[src/rtl/posit_encode_raw_prodsumsum_es3_pkg.sv]
// Shared ES3 posit definitions: widths, saturation scales, posit constants
// and the serialized raw product/sum value layout.
package posit_defines_es3;

  localparam int NBITS   = 32;
  localparam int ES      = 3;
  localparam int SCALE_W = 10;
  localparam int FRAC_W  = 62;

  // serialized raw value width: {sgn, scale, fraction, inf, zero}
  localparam int VALUE_PRODUCT_PROD_SUM_SUM_W = 1 + SCALE_W + FRAC_W + 2;

  // largest / smallest scale representable without saturating: (NBITS-2)*2^ES
  localparam logic signed [SCALE_W-1:0] MAXPOS_SCALE = 10'sd240;
  localparam logic signed [SCALE_W-1:0] MINPOS_SCALE = -10'sd240;

  localparam logic [NBITS-1:0] NAR    = 32'h8000_0000;
  localparam logic [NBITS-1:0] MAXPOS = 32'h7FFF_FFFF;
  localparam logic [NBITS-1:0] MINPOS = 32'h0000_0001;

  typedef struct packed {
    logic                      sgn;
    logic signed [SCALE_W-1:0] scale;
    logic [FRAC_W-1:0]         frac;   // 1.f, hidden bit excluded
    logic                      inf;
    logic                      zero;
  } value_product_prod_sum_sum;

endpackage

[src/rtl/posit_encode_raw_prodsumsum_es3_if.sv]
// Raw-value-in / posit-word-out bus of the ES3 encoder.
interface posit_encode_raw_prodsumsum_es3_if;
  import posit_defines_es3::*;

  logic                                    start;
  logic [VALUE_PRODUCT_PROD_SUM_SUM_W-1:0] in1;
  logic                                    in1_truncated;
  logic [NBITS-1:0]                        result;
  logic                                    done;
  logic                                    truncated;
  logic                                    inexact;

  modport master (
    output start, in1, in1_truncated,
    input  result, done, truncated, inexact
  );

  modport slave (
    input  start, in1, in1_truncated,
    output result, done, truncated, inexact
  );
endinterface

[src/rtl/posit_encode_raw_prodsumsum_es3_regime_shift.sv]
// Combinational regime/exponent/fraction packer. Produces the top NBITS-1
// magnitude bits plus guard and sticky for a given k, e and fraction.
module posit_regime_shift
  import posit_defines_es3::*;
(
  input  logic signed [SCALE_W-1:0] k,
  input  logic [ES-1:0]             e,
  input  logic [FRAC_W-1:0]         frac,
  output logic [NBITS-2:0]          kept,
  output logic                      guard,
  output logic                      sticky
);
  // NBITS of zero padding at the bottom absorb the largest in-range shift,
  // so nothing nonzero falls off the end before guard/sticky are taken.
  localparam int VW = 2 + ES + FRAC_W + NBITS;

  logic                 k_neg;
  logic [SCALE_W-1:0]   amt;
  logic signed [VW-1:0] base;
  logic signed [VW-1:0] shv;

  // Seed "10" (k>=0) or "01" (k<0) ahead of e/frac, then sign-extend right:
  // k>=0 replicates ones k times (k+1 ones, then 0); k<0 replicates zeros
  // -k-1 times (-k zeros, then 1). -k-1 is just ~k in two's complement.
  always_comb begin
    k_neg = k[SCALE_W-1];
    amt   = k_neg ? ~k : k;
    base  = {~k_neg, k_neg, e, frac, {NBITS{1'b0}}};
    shv   = base >>> amt;
  end

  assign kept   = shv[VW-1 -: NBITS-1];
  assign guard  = shv[VW-NBITS];
  assign sticky = |shv[VW-NBITS-1:0];

endmodule

[src/rtl/posit_encode_raw_prodsumsum_es3.sv]
// 3-stage raw ES3 value -> 32-bit posit encoder with round-to-nearest-even,
// saturation to maxpos/minpos and NaR/zero special cases.
module posit_encode_raw_prodsumsum_es3
  import posit_defines_es3::*;
(
  input  logic                              clk,
  input  logic                              reset,
  posit_encode_raw_prodsumsum_es3_if.slave  bus
);
  localparam int STAGES = 3;

  logic [STAGES-1:0] vld_pipe;

  // S0 state
  value_product_prod_sum_sum s0_val;
  logic s0_nar, s0_zero, s0_trunc;

  // S1 combinational
  logic signed [SCALE_W-1:0] s1_k_c;
  logic [ES-1:0]             s1_e_c;
  logic [NBITS-2:0]          s1_kept_c;
  logic                      s1_guard_c, s1_sticky_c;
  logic                      s1_sat_hi_c, s1_sat_lo_c;

  // S1 state
  logic [NBITS-2:0] s1_kept;
  logic s1_guard, s1_sticky, s1_sat_hi, s1_sat_lo;
  logic s1_sgn, s1_nar, s1_zero, s1_trunc;

  // S2 combinational
  logic             rnd_up;
  logic [NBITS-2:0] mag;
  logic [NBITS-1:0] res_c;
  logic             inx_c;

  // S2 / output state
  logic [NBITS-1:0] res_q;
  logic             inx_q, trunc_q;

  // Stage valid shift register; "if (start)" treats an X start as idle.
  always_ff @(posedge clk or posedge reset) begin
    if (reset) begin
      vld_pipe <= '0;
    end else begin
      if (bus.start) vld_pipe[0] <= 1'b1;
      else           vld_pipe[0] <= 1'b0;
      vld_pipe[STAGES-1:1] <= vld_pipe[STAGES-2:0];
    end
  end

  // S0: capture input and decode specials (inf beats zero).
  always_ff @(posedge clk or posedge reset) begin
    if (reset) begin
      s0_val   <= '0;
      s0_nar   <= 1'b0;
      s0_zero  <= 1'b0;
      s0_trunc <= 1'b0;
    end else if (bus.start) begin
      s0_val   <= value_product_prod_sum_sum'(bus.in1);
      s0_nar   <= bus.in1[1];
      s0_zero  <= bus.in1[0] & ~bus.in1[1];
      s0_trunc <= bus.in1_truncated;
    end
  end

  // S1: split scale into regime count and exponent, flag saturation.
  always_comb begin
    s1_k_c      = $signed(s0_val.scale) >>> ES;
    s1_e_c      = s0_val.scale[ES-1:0];
    s1_sat_hi_c = $signed(s0_val.scale) > MAXPOS_SCALE;
    s1_sat_lo_c = $signed(s0_val.scale) < MINPOS_SCALE;
  end

  posit_regime_shift u_shift (
    .k      (s1_k_c),
    .e      (s1_e_c),
    .frac   (s0_val.frac),
    .kept   (s1_kept_c),
    .guard  (s1_guard_c),
    .sticky (s1_sticky_c)
  );

  // S1 register
  always_ff @(posedge clk or posedge reset) begin
    if (reset) begin
      s1_kept   <= '0;
      s1_guard  <= 1'b0;
      s1_sticky <= 1'b0;
      s1_sat_hi <= 1'b0;
      s1_sat_lo <= 1'b0;
      s1_sgn    <= 1'b0;
      s1_nar    <= 1'b0;
      s1_zero   <= 1'b0;
      s1_trunc  <= 1'b0;
    end else if (vld_pipe[0]) begin
      s1_kept   <= s1_kept_c;
      s1_guard  <= s1_guard_c;
      s1_sticky <= s1_sticky_c;
      s1_sat_hi <= s1_sat_hi_c;
      s1_sat_lo <= s1_sat_lo_c;
      s1_sgn    <= s0_val.sgn;
      s1_nar    <= s0_nar;
      s1_zero   <= s0_zero;
      s1_trunc  <= s0_trunc;
    end
  end

  // S2: nearest-even round (never past maxpos), saturate, negate, specials.
  // A carry out of the fraction ripples into exponent/regime, which is still
  // the correctly rounded posit because the encoding is monotonic.
  always_comb begin
    rnd_up = s1_guard & (s1_sticky | s1_kept[0]) & ~(&s1_kept);
    mag    = s1_kept + {{(NBITS-2){1'b0}}, rnd_up};
    inx_c  = s1_guard | s1_sticky;
    if (s1_sat_hi) begin
      mag   = MAXPOS[NBITS-2:0];
      inx_c = 1'b1;
    end else if (s1_sat_lo) begin
      mag   = MINPOS[NBITS-2:0];
      inx_c = 1'b1;
    end
    res_c = s1_sgn ? (~{1'b0, mag} + {{(NBITS-1){1'b0}}, 1'b1}) : {1'b0, mag};
    if (s1_nar) begin
      res_c = NAR;
      inx_c = 1'b0;
    end else if (s1_zero) begin
      res_c = '0;
      inx_c = 1'b0;
    end
  end

  // Output registers hold their last value between done pulses.
  always_ff @(posedge clk or posedge reset) begin
    if (reset) begin
      res_q   <= '0;
      inx_q   <= 1'b0;
      trunc_q <= 1'b0;
    end else if (vld_pipe[1]) begin
      res_q   <= res_c;
      inx_q   <= inx_c;
      trunc_q <= s1_trunc;
    end
  end

  assign bus.result    = res_q;
  assign bus.inexact   = inx_q;
  assign bus.truncated = trunc_q;
  assign bus.done      = vld_pipe[STAGES-1];

endmodule

[src/flat_wrapper.sv]
// flat-port wrapper written by rule: the top's interface ports become plain ports
module posit_encode_raw_prodsumsum_es3_flat import posit_defines_es3::*;
  (clk, reset, bus_start, bus_in1, bus_in1_truncated, bus_result, bus_done, bus_truncated, bus_inexact);
  posit_encode_raw_prodsumsum_es3_if bus_i ();
  input  logic clk;
  input  logic reset;
  input wire logic [$bits(bus_i.start)-1:0] bus_start;
  input wire logic [$bits(bus_i.in1)-1:0] bus_in1;
  input wire logic [$bits(bus_i.in1_truncated)-1:0] bus_in1_truncated;
  output wire logic [$bits(bus_i.result)-1:0] bus_result;
  output wire logic [$bits(bus_i.done)-1:0] bus_done;
  output wire logic [$bits(bus_i.truncated)-1:0] bus_truncated;
  output wire logic [$bits(bus_i.inexact)-1:0] bus_inexact;
  assign bus_i.start = bus_start;
  assign bus_i.in1 = bus_in1;
  assign bus_i.in1_truncated = bus_in1_truncated;
  assign bus_result = bus_i.result;
  assign bus_done = bus_i.done;
  assign bus_truncated = bus_i.truncated;
  assign bus_inexact = bus_i.inexact;
  posit_encode_raw_prodsumsum_es3 u_core (.clk(clk), .reset(reset), .bus(bus_i));
endmodule
[config.mk]
export PLATFORM = sky130hd
export DESIGN_NAME = posit_encode_raw_prodsumsum_es3_flat
export DESIGN_NICKNAME = d
export VERILOG_FILES = /design/src/rtl/posit_encode_raw_prodsumsum_es3_pkg.sv /design/src/rtl/posit_encode_raw_prodsumsum_es3_if.sv /design/src/rtl/posit_encode_raw_prodsumsum_es3_regime_shift.sv /design/src/rtl/posit_encode_raw_prodsumsum_es3.sv /design/src/flat_wrapper.sv
export SDC_FILE = /design/constraint.sdc
export NUM_CORES = 1
export LEC_CHECK = 0
export BUFFER_PORTS_ARGS = -buffer_cell sky130_fd_sc_hd__buf_2
export CORE_ASPECT_RATIO = 2
export CORE_MARGIN = 5
export CORE_UTILIZATION = 56
export DETAILED_ROUTE_END_ITERATION = 16
export PLACE_DENSITY_LB_ADDON = 0.05
export RECOVER_POWER = 100
export SETUP_SLACK_MARGIN = 0.05
export SYNTH_ARGS = -nofsm -noshare
export SYNTH_HDL_FRONTEND = slang
export SYNTH_SLANG_ARGS = --single-unit
[constraint.sdc]
create_clock -name clk -period 6.2 [get_ports clk]
set_input_delay 1.24 -clock clk [delete_from_list [all_inputs] [get_ports clk]]
set_output_delay 1.24 -clock clk [all_outputs]
set_load 0.01 [all_outputs]
==> reports/summary.txt, run 1 <==
Cell area after synthesis - 15110 um2
Post-Route Skew - 0.01049 ns
Critical path endpoint category - register
Critical Path, Cell by Cell - clkinv_1 -> clkbuf_1 -> a221o_1 -> a222oi_1 -> nor2_1 -> or4_1 -> nand4_1 -> nor4_1 -> nand3_1 -> a22oi_1 -> a21oi_1
Final hold violations - 0
Core ar. - 26800 um2
Peak Freq - 0.1702 GHz
Post-synth EDFFs - 0
Combined global-route utilization of all metal layers - 39.77%
Post-Syn Instances - 1837
Grt met1 use - 39.67%
Clock tree from TritonCTS - yes
Critical path class - reg -> reg
CP Max Fanout - 30
Total number of clock tree sinks - 152
Worst slew margin relative to its limit - -131.8%
Final Critical Period - 5.877 ns
Count of antenna-violating nets left after detailed routing - 0
First-pass GRT wire length - 94330 um
Share of flip-flops with an asynchronous set or reset - 100.0%
Clock buffer depth - 2
Synthesized netlist net count - 1921
Placed Cells incl. Taps - 2137
Leak Pwr - 6.151 nW
Total congestion overflow - 0
Signal arrival time at the worst endpoint - 6.26 ns
Number of register bits inferred by synthesis - 152
Total wirelength of the detailed-routed design - 61980 um
Starting density of the core - 56.39%
Count of unique library cells instantiated by Yosys - 96
Kind of launch point of the worst setup path - register
Count of boundary I/O pins - 114
Violations in the final reports - capacitance limit, slew limit
Clock Pin Slew Worst Setup and Hold Paths - 0.07 ns
Max Transition Viols Final - 206
Number of cell rows - 85
Unrepaired setup endpoints after global routing - no
Busiest layer in global routing - met2
Ratio of total power to cell area - 287.1 nW/um2
Global routing met3 resource utilization - 7.524%
Sequential element share of the synthesized area - 25.17%
Count of hold buffers inserted by post-cts repair - 0
Vias per inst - 7.347
Vias after detailed routing - 15940
Number of antenna repair diodes - 0
Via count of the first global-routing pass - 16080
Final routed wire length divided by cell count - 28.57 um
Result of the run - finished with violations
Die Width - 126.2 um
Die ar. - 30570 um2
Data required time at the worst endpoint - 6.58 ns
Post-synth top flop - sky130_fd_sc_hd__dfrtp_1
Slew of the pin with the lowest slew margin - 3.477 ns
Count of instances resized after the clock tree is built - 0
Hold/Removal Path Class - reg -> reg
Slowest Stage Delay on Critical Path - 1.39 ns
Die Span Y - 242.3 um
Post CTS Setup Buffer Count - 0
Remaining design rule violation count - 0
HPWL after detailed placement - 44520 um
Synthesis-to-layout area growth - 6.383%
Cell at the root of the clock tree - sky130_fd_sc_hd__clkbuf_16
Total setup violations reported at the end of the flow - 0
Share of final-layout standard cells stronger than drive strength 1 - 16.80%
Final estimated routing congestion in global placement - 1.027
Maximum capacitance violations - 5
Number of iterations in the first detailed-routing pass - 6
Nets - 1892
Sum of negative setup slack - 0 ns
Worst voltage drop across the vdd grid - 0.1867 mV
Count of warnings emitted by yosys - 0
Antenna violations before repair - 1
Number of DRC markers after the initial detailed-route iteration - 1450
Crit share post-route - 94.79%
Post-Layout Cell Count - 2169
Global-route met2 utilization - 70.83%
Number of buffers added on ports - 113
CP max stage cell - sky130_fd_sc_hd__dfrtp_1
Number of clock buffers inserted by TritonCTS - 17
Synthesized area per cell - 8.227 um2
Pin count of the biggest net entering global routing - 108
Number of H-tree branching levels - 4
Latest clock arrival within the worst-skew pair - 0.47 ns
## path summary, 6_finish.rpt
path / to / depth (start not counted) / from / slack (ns)
min: u_core.s1_trunc / 1 / u_core.s1_trunc / 0.50
max in group asynchronous: u_core.s0_val[68] / 3 / reset / 2.12
min in group asynchronous: u_core.bus.result[29] / 2 / reset / 0.96
min reg2reg: u_core.s1_trunc / 1 / u_core.s1_trunc / 0.50
max reg2reg: u_core.s1_sticky / 11 / u_core.s0_val[67] / 0.32
max: u_core.s1_sticky / 11 / u_core.s0_val[67] / 0.32
## final cells by class
type / instances / area, um2
Fill cell: 2549 / 10720
Multi-Input combinational cell: 1406 / 10110
Sequential cell: 152 / 3815
Timing Repair Buffer: 161 / 862.1
Clock buffer: 18 / 439.2
Tap cell: 348 / 435.4
Inverter: 70 / 267.8
Clock inverter: 14 / 151.4
## logic make-up (layout without fill, tap and decap cells)
family,Yosys count,after routing,share of synthesized area [%]
flip-flops,152,152,25.17
AO/OA/AOI/OAI,607,607,28.64
AND/OR/NAND/NOR,524,524,18.32
multiplexers,206,206,15.61
XOR/XNOR,64,64,3.883
buffers and inverters,279,263,7.964
adder cells (fa/ha/maj),5,5,0.4139
## worst max-delay path: cells and delay by family (launching register included)
family,cells,cell delay (ns)
simple gates,5,1.24
buf+inv,2,1.65
flops,1,1.39
compound gates,4,1.45
## flip-flops by register name (all words and copies together), names as in the netlist, 3 cells and up
name and flops:
u_core.bus.result 32, u_core.s1_kept 31, u_core.vld_pipe 3, u_core.s0_val 73
## cell usage in the layout (no fill, tap or decap), drive strengths merged, types with 8 or more instances in the layout
cell type / count
dfrtp: 152
nor2: 131
nand2: 121
buf: 116
o21ai: 114
mux2: 98
mux2i: 94
o22ai: 88
a21oi: 78
inv: 78
clkbuf: 63
o221ai: 61
xnor2: 46
nand3: 37
nand2b: 33
nor3: 31
a221o: 25
a221oi: 25
a22oi: 23
o211ai: 23
nor4: 22
nor2b: 21
or2: 19
xor2: 18
nand4: 18
o21a: 16
a211oi: 15
a31oi: 15
mux4: 14
a222oi: 13
and2: 13
o31ai: 12
or3: 11
a22o: 9
nor3b: 9
nand4b: 9
and3: 8
## per-layer routing
layer	routed length, um	part of all wire, %
met1	19900	32
met5	7	0.011
met2	31610	51
met4	6105	9.9
met3	4360	7.0
## synthesized netlist by cell type (all sizes together) (11+ instances only)
| library cell | n | area, um2 |
|---|---|---|
| a211oi | 15 | 112.6 |
| a21oi | 78 | 390.4 |
| a221o | 25 | 250.2 |
| a221oi | 25 | 225.2 |
| a222oi | 13 | 130.1 |
| a22oi | 23 | 172.7 |
| a31oi | 15 | 93.84 |
| and2 | 13 | 81.33 |
| buf | 84 | 470.5 |
| clkbuf | 125 | 470.5 |
| dfrtp | 152 | 3804 |
| inv | 68 | 255.2 |
| mux2 | 98 | 1104 |
| mux2i | 94 | 940.9 |
| mux4 | 14 | 315.3 |
| nand2 | 121 | 454.2 |
| nand2b | 33 | 206.5 |
| nand3 | 37 | 185.2 |
| nand4 | 18 | 118.9 |
| nor2 | 131 | 491.7 |
| nor2b | 21 | 131.4 |
| nor3 | 31 | 155.2 |
| nor4 | 22 | 180.2 |
| o211ai | 23 | 172.7 |
| o21a | 16 | 120.1 |
| o21ai | 114 | 581.8 |
| o221ai | 61 | 534.3 |
| o22ai | 88 | 556.8 |
| o31ai | 12 | 90.09 |
| or2 | 19 | 118.9 |
| or3 | 11 | 68.82 |
| xnor2 | 46 | 429.2 |
| xor2 | 18 | 157.7 |
## metrics by stage
step           utilization (%)  power [mW]  area, um2  hold WS, ns  setup WS [ns]
2_1_floorplan                -       2.810      15110       0.3519         0.8669
3_3_place_gp             58.17       3.429      15590       0.4851          1.077
3_5_place_dp             58.17       3.464      15590       0.4920          1.035
4_1_cts                  60.37       4.539      16180       0.5083          1.034
5_1_grt                  59.99       4.820      16080       0.5364         0.3502
6_report                 59.99       4.616      16080       0.5034         0.3229
## where the power goes
| group | switching, mW | total (mW) | internal, mW |
|---|---|---|---|
| logic | 1.31 | 2.10 | 0.791 |
| registers | 0.297 | 1.44 | 1.14 |
| clock network | 0.529 | 1.08 | 0.551 |
| total | 2.13 | 4.62 | 2.48 |
Power figures use the tool's default switching activity.
==> run 2: changes to the inputs <==
--- a/config.mk
+++ b/config.mk
@@ -5,6 +5,7 @@
 export SDC_FILE = /design/constraint.sdc
 export NUM_CORES = 1
 export LEC_CHECK = 0
+export ABC_AREA = 1
 export BUFFER_PORTS_ARGS = -buffer_cell sky130_fd_sc_hd__buf_2
 export CORE_ASPECT_RATIO = 2
 export CORE_MARGIN = 5
==> reports/summary.txt, run 2 <==
Via count of the first global-routing pass - 14130
Sequential element share of the synthesized area - 30.59%
Vias per inst - 5.922
Pin count of the biggest net entering global routing - 104
Worst voltage drop across the vdd grid - 0.2348 mV
Clock Power Share - 25.5%
Final Critical Period - 5.236 ns
Critical path's most frequent cell - sky130_fd_sc_hd__nand2_1
Area post-placement - 12990 um2
Pre-CTS setup slack - 1.858 ns
Final estimated routing congestion in global placement - 1.006
Data required time at the worst endpoint - 6.54 ns
Latest clock arrival within the worst-skew pair - 0.46 ns
Biggest area consumer among synthesized cells - sky130_fd_sc_hd__dfrtp_1
Slew of the pin with the lowest slew margin - 3.219 ns
CP max stage cell - sky130_fd_sc_hd__nand2_1
Most frequent cells in the layout - sky130_fd_sc_hd__nand2_1 (774), sky130_fd_sc_hd__nand3_1 (504), sky130_fd_sc_hd__dfrtp_1 (152)
Final hold violations - 0
Clock tree from TritonCTS - yes
Die Span Y - 220.7 um
Total wirelength of the detailed-routed design - 43940 um
Number of cell rows - 77
Maximum capacitance violations - 4
Antenna violations before repair - 0
Critical Path, Cell by Cell - inv_1 -> nand2_1 -> clkbuf_1 -> nand2_1 -> clkbuf_1 -> nand2_1 -> nand3_1 -> nand3_1 -> nand3_1 -> nand3_1 -> nand2_1 -> nor2_1 -> nand2_1 -> nor2_1 -> nand3_1 -> nand2_1 -> nand2_1 -> nor2_1 -> nor2_1
Number of buffers added on ports - 113
Sum of negative setup slack - 0 ns
Leading cell types by count after synthesis - sky130_fd_sc_hd__nand2_1 (775), sky130_fd_sc_hd__nand3_1 (503), sky130_fd_sc_hd__dfrtp_1 (152)
Number of clock buffers inserted by TritonCTS - 17
Post-synth top flop - sky130_fd_sc_hd__dfrtp_1
Total number of clock tree sinks - 152
Cell area after synthesis - 12440 um2
Count of instances resized after the clock tree is built - 0
Remaining design rule violation count - 0
Final Core Density - 61.31%
Cell Int Power - 2.217 mW
Reg with most FFs - u_core.s0_val
Most common cell in the synthesized netlist - sky130_fd_sc_hd__nand2_1
Synthesized area per cell - 5.967 um2
Worst slew margin relative to its limit - -115.8%
Max Transition Viols Final - 197
First-pass GRT wire length - 70250 um
Flip-flop count of the largest register, all copies and words added - 73
Die ar. - 25470 um2
Fraction of synthesized cell area taken by the top area cell type - 30.59%
Core ar. - 21970 um2
Tot Pwr - 4.094 mW
Starting density of the core - 56.61%
Final routed wire length divided by cell count - 18.26 um
Total setup violations reported at the end of the flow - 0
Number of H-tree branching levels - 4
Clock buffer depth - 2
Die Width - 115.4 um
Synthesized netlist net count - 2168
Critical path endpoint category - register
Kind of launch point of the worst setup path - register
R2r worst-path depth - 19
Unrepaired setup endpoints after global routing - no
Share of flip-flops with an asynchronous set or reset - 100.0%
Net load switching power - 1.877 mW
Number of iterations in the first detailed-routing pass - 8
Final critical-path setup slack - 0.9636 ns
Slack of the worst reg-to-reg path - 0.96 ns
Leak Pwr - 6.949 nW
Hold/Removal Path Class - reg -> reg
Nets - 2201
Share of final-layout standard cells stronger than drive strength 1 - 6.995%
Count of unique library cells instantiated by Yosys - 46
Combined global-route utilization of all metal layers - 35.58%
Switching power as a share of total power - 45.84%
Result of the run - finished with violations
Synthesis-to-layout area growth - 8.300%
Beginning of the worst register-to-register path - u_core.s0_val[73]
Clock Pin Slew Worst Setup and Hold Paths - 0.07 ns
Launch instance of the worst min-delay path - u_core.vld_pipe[1]
Total congestion overflow - 0
Number of DRC markers after the initial detailed-route iteration - 1147
Number of antenna repair diodes - 0
Count of boundary I/O pins - 114
Signal arrival time at the worst endpoint - 5.58 ns
Slowest Stage Delay on Critical Path - 0.84 ns
Count of hold buffers inserted by post-cts repair - 0
Synth top area cells - sky130_fd_sc_hd__dfrtp_1 (31%), sky130_fd_sc_hd__nand2_1 (23%), sky130_fd_sc_hd__nand3_1 (20%), sky130_fd_sc_hd__o21ai_0 (4.1%), sky130_fd_sc_hd__inv_1 (4.0%)
CP Max Fanout - 21
Critical path class - reg -> reg
Post-synth EDFFs - 0
HPWL after detailed placement - 33560 um
Final cell area excluding filler cells - 13470 um2
Critical path origin - u_core.s0_val[73]
Post-Syn Instances - 2084
Vias after detailed routing - 14250
Most common library cell in the layout ignoring fill and taps - sky130_fd_sc_hd__nand2_1
Relative contribution of sequential cells to total power - 30.8%
Violations in the final reports - capacitance limit, slew limit
Ratio of total power to cell area - 304.0 nW/um2
Peak Freq - 0.1910 GHz
Cell depth of the worst min-delay path - 0
Count of warnings emitted by yosys - 0
Crit share post-route - 84.46%
Critical register-to-register path endpoint - u_core.s1_sticky
Count of antenna-violating nets left after detailed routing - 0
Hold-critical path endpoint - u_core.vld_pipe[2]
Proportion of power drawn by combinational gates - 43.7%
Cell at the root of the clock tree - sky130_fd_sc_hd__clkbuf_16
Number of register bits inferred by synthesis - 152
Post CTS Setup Buffer Count - 0
Post-Route Skew - 0.009296 ns
## run 2: power by group through the flow
stage	clock (mW)	combinational, mW	sequential [mW]
floorplan	0	1.27	1.26
global placement	0	1.75	1.27
detailed placement	0	1.76	1.27
CTS	1.05	1.78	1.25
global route	1.09	2.00	1.28
finish	1.04	1.79	1.26
## run 2: critical path, delay by kind of cell (launching register included)
kind          cells  cell delay (ns)
simple gates     16             2.97
flops             1             0.68
buf+inv           3             1.45
## run 2: cells by family after synthesis
kind of cell               after synthesis  share of synthesized area (%)
AOI/OAI and AO/OA                      201                          9.126
and+or+nand+nor                       1461                          50.88
buffers and inverters                  260                          8.552
adders and majority gates                5                         0.5031
xor gates and xnor gates                 5                         0.3521
DFF                                    152                          30.59
## run 2: routing by layer
metal	vias to the layer above	share of wire [%]	global-route usage, %	wire length (um)
met5	-	0	0	0
met4	0	11	32.63	4699
met3	256	4.5	5.090	1988
met2	603	53	65.27	23140
met1	6435	32	32.61	14110
li1	6955	-	-	-
## run 2: area by class of cell
type	instances	area (um2)
Sequential cell	152	3804
Timing Repair Buffer	132	644.4
Clock inverter	12	118.9
Tap cell	276	345.3
Fill cell	2250	8498
Clock buffer	20	466.7
Multi-Input combinational cell	1672	7555
Inverter	142	534.3
## run 2: how the worst max path moves through the flow
stage | endpoint | slack [ns] | cells after the start
after floorplan | u_core.bus.inexact | 0.87 | 1
after global placement | u_core.s1_sticky | 1.90 | 19
after detailed placement | u_core.bus.result[28] | 1.86 | 22
after CTS | u_core.bus.result[28] | 1.82 | 22
after global routing | u_core.s1_kept[13] | 0.80 | 3
final | u_core.s1_sticky | 0.96 | 19
## run 2: per-stage QoR
stage / hold slack (ns) / std cells
floorplan: 0.4012 / 2084
global placement: 0.4095 / 2374
detailed placement: 0.4245 / 2374
CTS: 0.4402 / 2406
global route: 0.4447 / 2406
finish: 0.4438 / 2406
